File: config.mk
export PLATFORM = sky130hd
export DESIGN_NAME = sbus_tx_scheduler
export DESIGN_NICKNAME = d
export VERILOG_FILES = /design/src/rtl/sbus_tx_scheduler.sv
export SDC_FILE = /design/constraint.sdc
export NUM_CORES = 1
export LEC_CHECK = 0
export BUFFER_PORTS_ARGS = -buffer_cell sky130_fd_sc_hd__buf_2
export CAP_MARGIN = 40
export CORE_MARGIN = 2
export CORE_UTILIZATION = 50
export CTS_CLUSTER_SIZE = 25
export DETAILED_ROUTE_END_ITERATION = 16
export GPL_TIMING_DRIVEN = 0
export PLACE_DENSITY = 0.75
export SLEW_MARGIN = 20
export SYNTH_ARGS = -nofsm -noshare
export SYNTH_HDL_FRONTEND = slang
export SYNTH_SLANG_ARGS = --single-unit
File: constraint.sdc
create_clock -name clk -period 29.5 [get_ports clk]
set_input_delay 1.475 -clock clk [delete_from_list [all_inputs] [get_ports clk]]
set_output_delay 1.475 -clock clk [all_outputs]
set_load 0.01 [all_outputs]
File: src/rtl/sbus_tx_scheduler.sv
// sbus_tx_scheduler: shares one uart_tx between a byte-echo path and a periodic SBUS frame replayer.
// Define SBUS_FAILSAFE_EN to force the frame-lost/failsafe flags in byte 23 after FAILSAFE_FRAMES silent periods.
module sbus_tx_scheduler #(
   parameter int CLK_HZ          = 50000000,
   parameter int FRAME_PERIOD_US = 14000,
   parameter int PAYLOAD_BITS    = 11,
   parameter int FRAME_BYTES     = 25,
   parameter int SHIFT_REG_LEN   = 200,
   parameter int FAILSAFE_FRAMES = 4
) (
   input  logic                     clk,
   input  logic                     reset,
   input  logic                     echo_valid,
   input  logic [PAYLOAD_BITS-1:0]  echo_data,
   output logic                     echo_drop,
   input  logic [SHIFT_REG_LEN-1:0] frame_in,
   input  logic                     frame_in_valid,
   input  logic                     uart_tx_busy,
   output logic                     uart_tx_en,
   output logic [PAYLOAD_BITS-1:0]  uart_tx_data,
   output logic                     frame_active,
   output logic                     frame_overrun
);
   localparam int PERIOD = CLK_HZ / 1000000 * FRAME_PERIOD_US;
   localparam int TW = PERIOD > 1 ? $clog2(PERIOD) : 1;
   localparam int IW = FRAME_BYTES > 1 ? $clog2(FRAME_BYTES) : 1;
   typedef enum logic [1:0] {IDLE, ISSUE, WAIT_BUSY, WAIT_DONE} state_t;
   state_t state_q, state_d;
   logic src_q, src_d;
   logic [TW-1:0] timer_q, timer_d;
   logic pend_q, pend_d, have_q, have_d, active_q, active_d, full_q, full_d;
   logic [SHIFT_REG_LEN-1:0] shadow_q, shadow_d, tx_q, tx_d, snap;
   logic [IW-1:0] idx_q, idx_d;
   logic [PAYLOAD_BITS-1:0] ebuf_q, ebuf_d;
   logic [7:0] cur;
   logic tick, drain;

   assign tick = timer_q == TW'(PERIOD - 1);
   assign drain = state_q == WAIT_DONE && !src_q && !uart_tx_busy;
   // The tx register shifts left per byte, so the byte on air is always the top one.
   assign cur = tx_q[SHIFT_REG_LEN-1 -: 8];
   assign uart_tx_data = src_q ? PAYLOAD_BITS'({2'b11, ^cur, cur}) : ebuf_q;
   assign uart_tx_en = state_q == ISSUE && !uart_tx_busy;
   assign echo_drop = echo_valid && full_q && !drain;
   assign frame_overrun = tick && (pend_q || active_q);
   assign frame_active = active_q;

`ifdef SBUS_FAILSAFE_EN
   localparam int FW = $clog2(FAILSAFE_FRAMES + 1);
   localparam logic [SHIFT_REG_LEN-1:0] FS_MASK = SHIFT_REG_LEN'(12) << (8 * (FRAME_BYTES - 24));
   logic [FW-1:0] fs_cnt_q, fs_cnt_d;
   logic seen_q, seen_d;
   // A period only counts as silent if no frame arrived anywhere inside it.
   always_comb begin
      fs_cnt_d = fs_cnt_q;
      seen_d = seen_q;
      if (frame_in_valid) begin
         fs_cnt_d = '0;
         seen_d = 1'b1;
      end else if (tick) begin
         seen_d = 1'b0;
         if (!seen_q && fs_cnt_q != FW'(FAILSAFE_FRAMES)) fs_cnt_d = fs_cnt_q + 1'b1;
      end
   end
   always_ff @(posedge clk or posedge reset)
      if (reset) begin
         fs_cnt_q <= '0;
         seen_q <= 1'b0;
      end else begin
         fs_cnt_q <= fs_cnt_d;
         seen_q <= seen_d;
      end
   assign snap = fs_cnt_q == FW'(FAILSAFE_FRAMES) ? shadow_q | FS_MASK : shadow_q;
`else
   assign snap = shadow_q;
`endif

   always_comb begin
      timer_d = tick ? '0 : timer_q + 1'b1;
      shadow_d = frame_in_valid ? frame_in : shadow_q;
      have_d = have_q | frame_in_valid;
      ebuf_d = ebuf_q;
      full_d = full_q & ~drain;
      if (echo_valid && !echo_drop) begin
         ebuf_d = echo_data;
         full_d = 1'b1;
      end
      state_d = state_q;
      src_d = src_q;
      pend_d = pend_q;
      active_d = active_q;
      tx_d = tx_q;
      idx_d = idx_q;
      case (state_q)
         IDLE:
            if (pend_q && have_q) begin
               state_d = ISSUE;
               src_d = 1'b1;
               tx_d = snap;
               idx_d = '0;
               active_d = 1'b1;
               pend_d = 1'b0;
            end else begin
               pend_d = 1'b0;
               if (full_q) begin
                  state_d = ISSUE;
                  src_d = 1'b0;
               end
            end
         ISSUE: if (!uart_tx_busy) state_d = WAIT_BUSY;
         WAIT_BUSY: if (uart_tx_busy) state_d = WAIT_DONE;
         WAIT_DONE:
            if (!uart_tx_busy) begin
               if (!src_q || idx_q == IW'(FRAME_BYTES - 1)) begin
                  state_d = IDLE;
                  active_d = 1'b0;
               end else begin
                  state_d = ISSUE;
                  idx_d = idx_q + 1'b1;
                  tx_d = tx_q << 8;
               end
            end
      endcase
      if (tick) pend_d = 1'b1;
   end

   always_ff @(posedge clk or posedge reset)
      if (reset) begin
         state_q <= IDLE;
         src_q <= 1'b0;
         timer_q <= '0;
         pend_q <= 1'b0;
         have_q <= 1'b0;
         active_q <= 1'b0;
         full_q <= 1'b0;
         shadow_q <= '0;
         tx_q <= '0;
         idx_q <= '0;
         ebuf_q <= '0;
      end else begin
         state_q <= state_d;
         src_q <= src_d;
         timer_q <= timer_d;
         pend_q <= pend_d;
         have_q <= have_d;
         active_q <= active_d;
         full_q <= full_d;
         shadow_q <= shadow_d;
         tx_q <= tx_d;
         idx_q <= idx_d;
         ebuf_q <= ebuf_d;
      end
endmodule

==> results of run 1 <==
layout make-up:
class,count,area (um2),area share [%]
inverters,11,48.80,0.2045
multi-input cells,753,8597,36.02
flip-flops and latches,443,11090,46.45
clock buffers,76,1468,6.150
clock inverters,6,105.1,0.4404
well taps,525,656.9,2.752
repair buffers,233,1256,5.264
plain buffers,73,648.1,2.716
flip-flops by register name, summed over array words and instances (netlist names):
register,count
shadow_q,200
tx_q,200
timer_q,20
ebuf_q,11
idx_q,5
state_q,2
frame_active,1
full_q,1
have_q,1
pend_q,1
src_q,1
where the power goes:
group	internal (W)	switching, W
Clock	0.000364	0.000235
Combinational	0.000660	0.000360
Sequential	0.000797	0.000111
Total	0.00182	0.000705
path summary, 6_finish.rpt:
kind / slack, ps / depth (start not counted) / startpoint / end
setup / recovery: 25640 / 6 / timer_q[0] / frame_overrun
hold / removal: 490 / 1 / ebuf_q[3] / ebuf_q[3]
setup reg to reg: 26870 / 6 / state_q[1] / tx_q[199]
hold reg to reg: 490 / 1 / ebuf_q[3] / ebuf_q[3]
max in group asynchronous: 27090 / 4 / reset / ebuf_q[5]
min in group asynchronous: 1050 / 2 / reset / shadow_q[68]
worst register-to-register path, delay by kind of cell, from the launching register on:
kind	cells	cell delay, ps
multiplexers	2	670
buffers and inverters	3	1210
flip-flops	1	390
adder cells (fa/ha/maj)	1	240
logic make-up (layout without fill, tap and decap cells):
group | count (synthesis) | count (layout)
fa+ha+maj | 8 | 8
mux | 616 | 616
buf+inv | 84 | 399
xor+xnor | 22 | 22
simple gates | 84 | 84
flops | 443 | 443
compound gates | 23 | 23
synthesized netlist by cell type, types with 4 or more instances:
master / number / area (um2)
sky130_fd_sc_hd__or2_2: 5 / 31.28
sky130_fd_sc_hd__nor2b_1: 10 / 62.56
sky130_fd_sc_hd__xor2_1: 5 / 43.79
sky130_fd_sc_hd__inv_1: 11 / 41.29
sky130_fd_sc_hd__dfrtp_1: 443 / 11090
sky130_fd_sc_hd__clkbuf_1: 44 / 165.2
sky130_fd_sc_hd__nor3_1: 4 / 20.02
sky130_fd_sc_hd__mux2_2: 404 / 4549
sky130_fd_sc_hd__mux2_1: 10 / 112.6
sky130_fd_sc_hd__nand2_1: 18 / 67.56
sky130_fd_sc_hd__nand4_1: 7 / 43.79
sky130_fd_sc_hd__ha_1: 8 / 100.1
sky130_fd_sc_hd__nor2_1: 16 / 60.06
sky130_fd_sc_hd__buf_12: 22 / 440.4
sky130_fd_sc_hd__buf_2: 4 / 20.02
sky130_fd_sc_hd__xnor2_1: 17 / 148.9
sky130_fd_sc_hd__nand3_1: 7 / 35.03
sky130_fd_sc_hd__mux2_4: 200 / 3003
metal layers:
metal | track usage, % | routed length (um) | up-vias
li1 | - | - | 5122
met1 | 27.71 | 19000 | 5661
met2 | 32.49 | 19520 | 184
met3 | 2.759 | 1389 | 53
met4 | 5.791 | 761 | 0
met5 | 0 | 0 | -
metrics by stage:
step,utilization (%),hold WS (ps),instances,worst slack (ps),instance area [um2]
2_1_floorplan,-,448.3,1280,15680,20370
3_3_place_gp,55.43,465.1,2034,11260,22180
3_5_place_dp,55.72,477.2,2038,25700,22290
4_1_cts,59.65,496.0,2120,25580,23870
5_1_grt,59.65,510.3,2120,25400,23870
6_report,59.65,493.7,2120,25640,23870
==> impl_results.md, run 1 <==
* Number of instances in the synthesized netlist at 1280
* Critical path buffer and inverter count at 1
* Portion of netlist area occupied by mux cells at 37.72%
* Class of the worst hold path: reg2reg
* Period utilisation layout at 13.08%
* Cell chain of the critical path: ha_1 -> and4_1 -> nand2_1 -> nor3_1 -> o21a_1 -> buf_2
* DR pass1 iterations at 4
* Post-detailed-routing wire length at 40.67 mm
* Via total after detailed routing at 11020
* Least-Margin Pin Slew at 839.6 ps
* DP HPWL at 28.38 mm
* Max-capacitance violation count at 0
* Die area at 42370 um2
* Final Hold Vio Count at 0
* RSZ-0062 raised after global routing: no
* Syn Nets at 1504
* Final slew viol count at 0
* Share of post-route cells with drive strength above 1 at 59.06%
* Count of port buffers added during placement at 229
* Number of H-tree levels at 2
* Number of global-route vias before repair at 12141
* Setup violations, final at 0
* Effective utilization at floorplan at 50.92%
* CTS resizes at 0
* IR drop worst, VDD at 45.79 uV
* Run status: complete, no violations
* Remaining routing DRC violations at 0
* Antenna diodes at 0
* Leakage power at 10.71 nW
* Global-route wire length before repair at 66.05 mm
* Filler cell count in the final layout at 3065
* Number of synthesized flops with an enable pin at 0
* Drt wl/cell at 19.18 um
* Worst endpoint required time at 28020 ps
* Worst Skew at 12.58 ps
* Share of synthesized area occupied by flip-flops and latches at 54.42%
* Gate family responsible for the most delay along the worst path: simple AND/OR/NAND/NOR gates
* Slowest stage delay, CP at 460 ps
* Vert. Die Dim at 205.9 um
* Clock period minus final worst setup slack at 3857 ps
* Remaining number of nets flagged by the antenna check after routing at 0
* Area fraction in compound gates after synthesis at 0.8660%
* Warnings, synthesis at 0
* Synthesized flop and latch total at 443
* Post-CTS setup-driven buffer insertion count at 0
* Netlist area before placement at 20370 um2
* Die extent in x at 205.9 um
* Vias per cell at 5.198
* Largest net degree at the start of global routing at 106
* Power Density at 105.8 nW/um2
* Area of the placeable core at 40010 um2
* TritonCTS clock tree: done
* Clock Latency Late Sink at 570 ps
* Post-synthesis to final-layout area growth at 17.15%
* Setup TNS at 0 ps
* Xor and xnor area share after synthesis at 0.9458%
* Top_reg_cell synth: sky130_fd_sc_hd__dfrtp_1
* Initial antenna violation count at 2
* Largest fanout on the critical path at 5
* Simple logic cell fraction of the synthesized area at 2.174%
* Data arrival time at the worst-slack endpoint at 2380 ps
* Number of sinks driven by the clock tree at 443
* DR iter-0 viols at 431
* Category of the most critical setup path: reg2out
* Max_slew headroom at 44.03%
* Clock transition at the register clock pins on the worst setup and hold paths after CTS at 60 ps
* Netlist cell types at 48
* Number of clock buffers inserted by TritonCTS at 47
* CTS Root Cell: sky130_fd_sc_hd__clkbuf_16
* Number of top-level pins at 231
* Number of buffers inserted by hold repair at cts at 0
* Post-synthesis adder-cell area fraction at 0.4913%
* Standard-cell rows at 73
* Mean area per synthesized cell at 15.92 um2
* Dominant combinational cell family by area after synthesis: multiplexers
* Fmax at 0.2593 GHz
* Overall overflow remaining after global route at 0
* Critical path's slowest cell: sky130_fd_sc_hd__nor3_1
* GP Congestion at 0.7909
* Global-route usage over all layers at 19.84%
* Final-stage net count at 1786
* Max Buffers Root-to-Sink at 3
* Pwr Total at 0.002526 W
* Critical path launch point type: register
* Crit path capture type: primary output
* FFs w/ async S/R, synth at 100.0%
* Highest-count cells in the layout ignoring fill and taps: sky130_fd_sc_hd__dfrtp_1, sky130_fd_sc_hd__mux2_2, sky130_fd_sc_hd__buf_2
* Leading cell type in the layout, fill and taps excluded: sky130_fd_sc_hd__dfrtp_1
Power figures use the tool's default switching activity.
==> inputs of run 2 (changes only) <==
- clock period: 29.5 -> 3.65 ns (I/O delays scaled with it)
==> run 2 against run 1 <==
Compared with the run above: routed wire length up 12%; critical path depth unchanged; power rose to 8.2 times the previous value; die area unchanged; worst setup slack worse by 25000 ps; design area up 9.6%; register-to-register slack worse by 26000 ps; clock power rose to 7.9 times the previous value; global-route usage up 2.2 points; hold slack worse by 410 ps; clock skew up 0.68 ps; sequential cell count unchanged; critical path type is now reg2reg.
==> impl_results.md, run 2 (synthesized netlist as in run 1, its figures left out) <==
* Vert. Die Dim at 205.9 um (unchanged)
* Data arrival time at the worst-slack endpoint at 3120 ps (was 2380 ps)
* RSZ-0062 raised after global routing: no (unchanged)
* Number of H-tree levels at 2 (unchanged)
* Setup TNS at 0 ps (unchanged)
* Overall overflow remaining after global route at 0 (unchanged)
* DR pass1 iterations at 4 (unchanged)
* Remaining routing DRC violations at 0 (unchanged)
* Worst Setup Slack, final at 983.9 ps (was 25640 ps)
* Area of the placeable core at 40010 um2 (unchanged)
* Cell chain of the critical path: ha_1 -> buf_2 -> buf_2 -> clkbuf_1 -> mux2_2 -> mux2_4 (was ha_1 -> and4_1 -> nand2_1 -> nor3_1 -> o21a_1 -> buf_2)
* Global-route usage over all layers at 22.02% (was 19.84%)
* GP Congestion at 0.7761 (was 0.7909)
* Drt wl/cell at 19.41 um (was 19.18 um)
* Effective utilization at floorplan at 50.92% (unchanged)
* Clock transition at the register clock pins on the worst setup and hold paths after CTS at 60 ps (about the same)
* Number of top-level pins at 231 (unchanged)
* Post-CTS setup-driven buffer insertion count at 0 (unchanged)
* Number of sinks driven by the clock tree at 443 (unchanged)
* Number of clock buffers inserted by TritonCTS at 47 (unchanged)
* CTS resizes at 0 (unchanged)
* Number of global-route vias before repair at 13517 (was 12141)
* Via total after detailed routing at 12022 (was 11020)
* Category of the most critical setup path: reg2reg (was reg2out)
* Final-stage net count at 2012 (was 1786)
* Gate family responsible for the most delay along the worst path: buffers and inverters (was simple AND/OR/NAND/NOR gates)
* Worst Skew at 13.26 ps (was 12.58 ps)
* Slowest stage delay, CP at 550 ps (was 460 ps)
* IR drop worst, VDD at 446.5 uV (was 45.79 uV)
* Die area at 42370 um2 (unchanged)
* DP HPWL at 29.42 mm (was 28.38 mm)
* Leakage power at 11.67 nW (was 10.71 nW)
* Class of the worst hold path: in2reg (was reg2reg)
* Run status: complete, no violations (unchanged)
* Clock Latency Late Sink at 570 ps (about the same)
* Pwr Total at 0.02060 W (was 0.002526 W)
* Critical path launch point type: register (unchanged)
* Global-route wire length before repair at 73.08 mm (was 66.05 mm)
* Largest registers in the final layout: shadow_q: 200 flops, tx_q: 200 flops, timer_q: 20 flops (unchanged)
* Vias per cell at 5.129 (was 5.198)
* Largest net degree at the start of global routing at 36 (was 106)
* Fmax at 0.3751 GHz
* Max-capacitance violation count at 0 (unchanged)
* Worst-case register-to-register setup slack at 980 ps (was 26870 ps)
* Placement-stage worst setup slack at 956.1 ps (was 25700 ps)
* Period utilisation layout at 73.04%
* Initial antenna violation count at 2 (unchanged)
* Highest-count cells in the layout ignoring fill and taps: sky130_fd_sc_hd__dfrtp_1, sky130_fd_sc_hd__mux2_2, sky130_fd_sc_hd__buf_2 (unchanged)
* Final Hold Vio Count at 0 (unchanged)
* Clock period minus final worst setup slack at 2666 ps
* Critical path's slowest cell: sky130_fd_sc_hd__clkbuf_1 (was sky130_fd_sc_hd__nor3_1)
* Post-synthesis to final-layout area growth at 28.36% (was 17.15%)
* Max Buffers Root-to-Sink at 3 (unchanged)
* Least-Margin Pin Slew at 761.7 ps (was 839.6 ps)
* Non-Filler Instances at 2344 (was 2120)
* Max_slew headroom at 49.22% (was 44.03%)
* CTS Root Cell: sky130_fd_sc_hd__clkbuf_16 (unchanged)
* TritonCTS clock tree: done (unchanged)
* Worst endpoint required time at 4100 ps (was 28020 ps)
* Share of post-route cells with drive strength above 1 at 52.45% (was 59.06%)
* Remaining number of nets flagged by the antenna check after routing at 0 (unchanged)
* Critical path buffer and inverter count at 3 (was 1)
* Crit path capture type: register (was primary output)
* Final slew viol count at 0 (unchanged)
* Die extent in x at 205.9 um (unchanged)
* Most Frequent Cell on Critical Path: sky130_fd_sc_hd__buf_2
* Leading cell type in the layout, fill and taps excluded: sky130_fd_sc_hd__dfrtp_1 (unchanged)
* Largest fanout on the critical path at 10 (was 5)
* Post-detailed-routing wire length at 45.50 mm (was 40.67 mm)
* Placed Instances at 2049 (was 2038)
* Number of buffers inserted by hold repair at cts at 215 (was 0)
* Count of port buffers added during placement at 229 (unchanged)
* Standard-cell rows at 73 (unchanged)
* DR iter-0 viols at 435 (was 431)
* Setup violations, final at 0 (unchanged)
* Power Density at 787.8 nW/um2 (was 105.8 nW/um2)
==> run 2: through the flow <==
| stage | hold WS [ps] | instance area (um2) | util (%) |
|---|---|---|---|
| finish | 80.43 | 26150 | 65.37 |
| detailed placement | 223.1 | 22490 | 56.21 |
| global placement | 394.8 | 22180 | 55.44 |
| floorplan | 285.7 | 20380 | - |
| CTS | 53.23 | 26150 | 65.35 |
| global route | 106.4 | 26150 | 65.37 |
==> run 2: tightest hold or removal path, stage by stage <==
cell and delay [ps]:
sky130_fd_sc_hd__buf_2 140, sky130_fd_sc_hd__a2111oi_0 100, sky130_fd_sc_hd__mux2i_1 130, sky130_fd_sc_hd__o21ai_1 70
==> run 2: metal layers <==
layer | global-route usage (%) | share of wire, % | up-vias
met5 | 0 | 0 | -
met4 | 6.122 | 2.2 | 0
met3 | 3.705 | 3.5 | 74
met2 | 37.84 | 51 | 245
met1 | 28.90 | 44 | 6123
li1 | - | - | 5580
==> run 2: path summary, 6_finish.rpt <==
kind	startpoint	endpoint	depth (start not counted)
setup reg to reg	state_q[1]	tx_q[41]	6
min in group asynchronous	reset	shadow_q[39]	3
setup / recovery	state_q[1]	tx_q[41]	6
hold reg to reg	timer_q[19]	timer_q[19]	1
hold / removal	uart_tx_busy	idx_q[2]	4
max in group asynchronous	reset	tx_q[140]	9
==> run 2: power breakdown <==
| part | total, W | internal, W | switching (W) |
|---|---|---|---|
| clock network | 0.00471 | 0.00279 | 0.00192 |
| registers | 0.00737 | 0.00644 | 0.000925 |
| logic | 0.00852 | 0.00551 | 0.00300 |
| total | 0.0206 | 0.0148 | 0.00585 |
==> run 2: layout make-up <==
type                    count  area [um2]
inverters                  11       45.04
diodes                      2       5.005
flip-flops and latches    443       11090
well taps                 525       656.9
clock inverters             9       95.09
plain buffers              73       648.1
multi-input cells         753        8597
clock buffers              69        1411
fillers                  2734       13860
repair buffers            459        3606
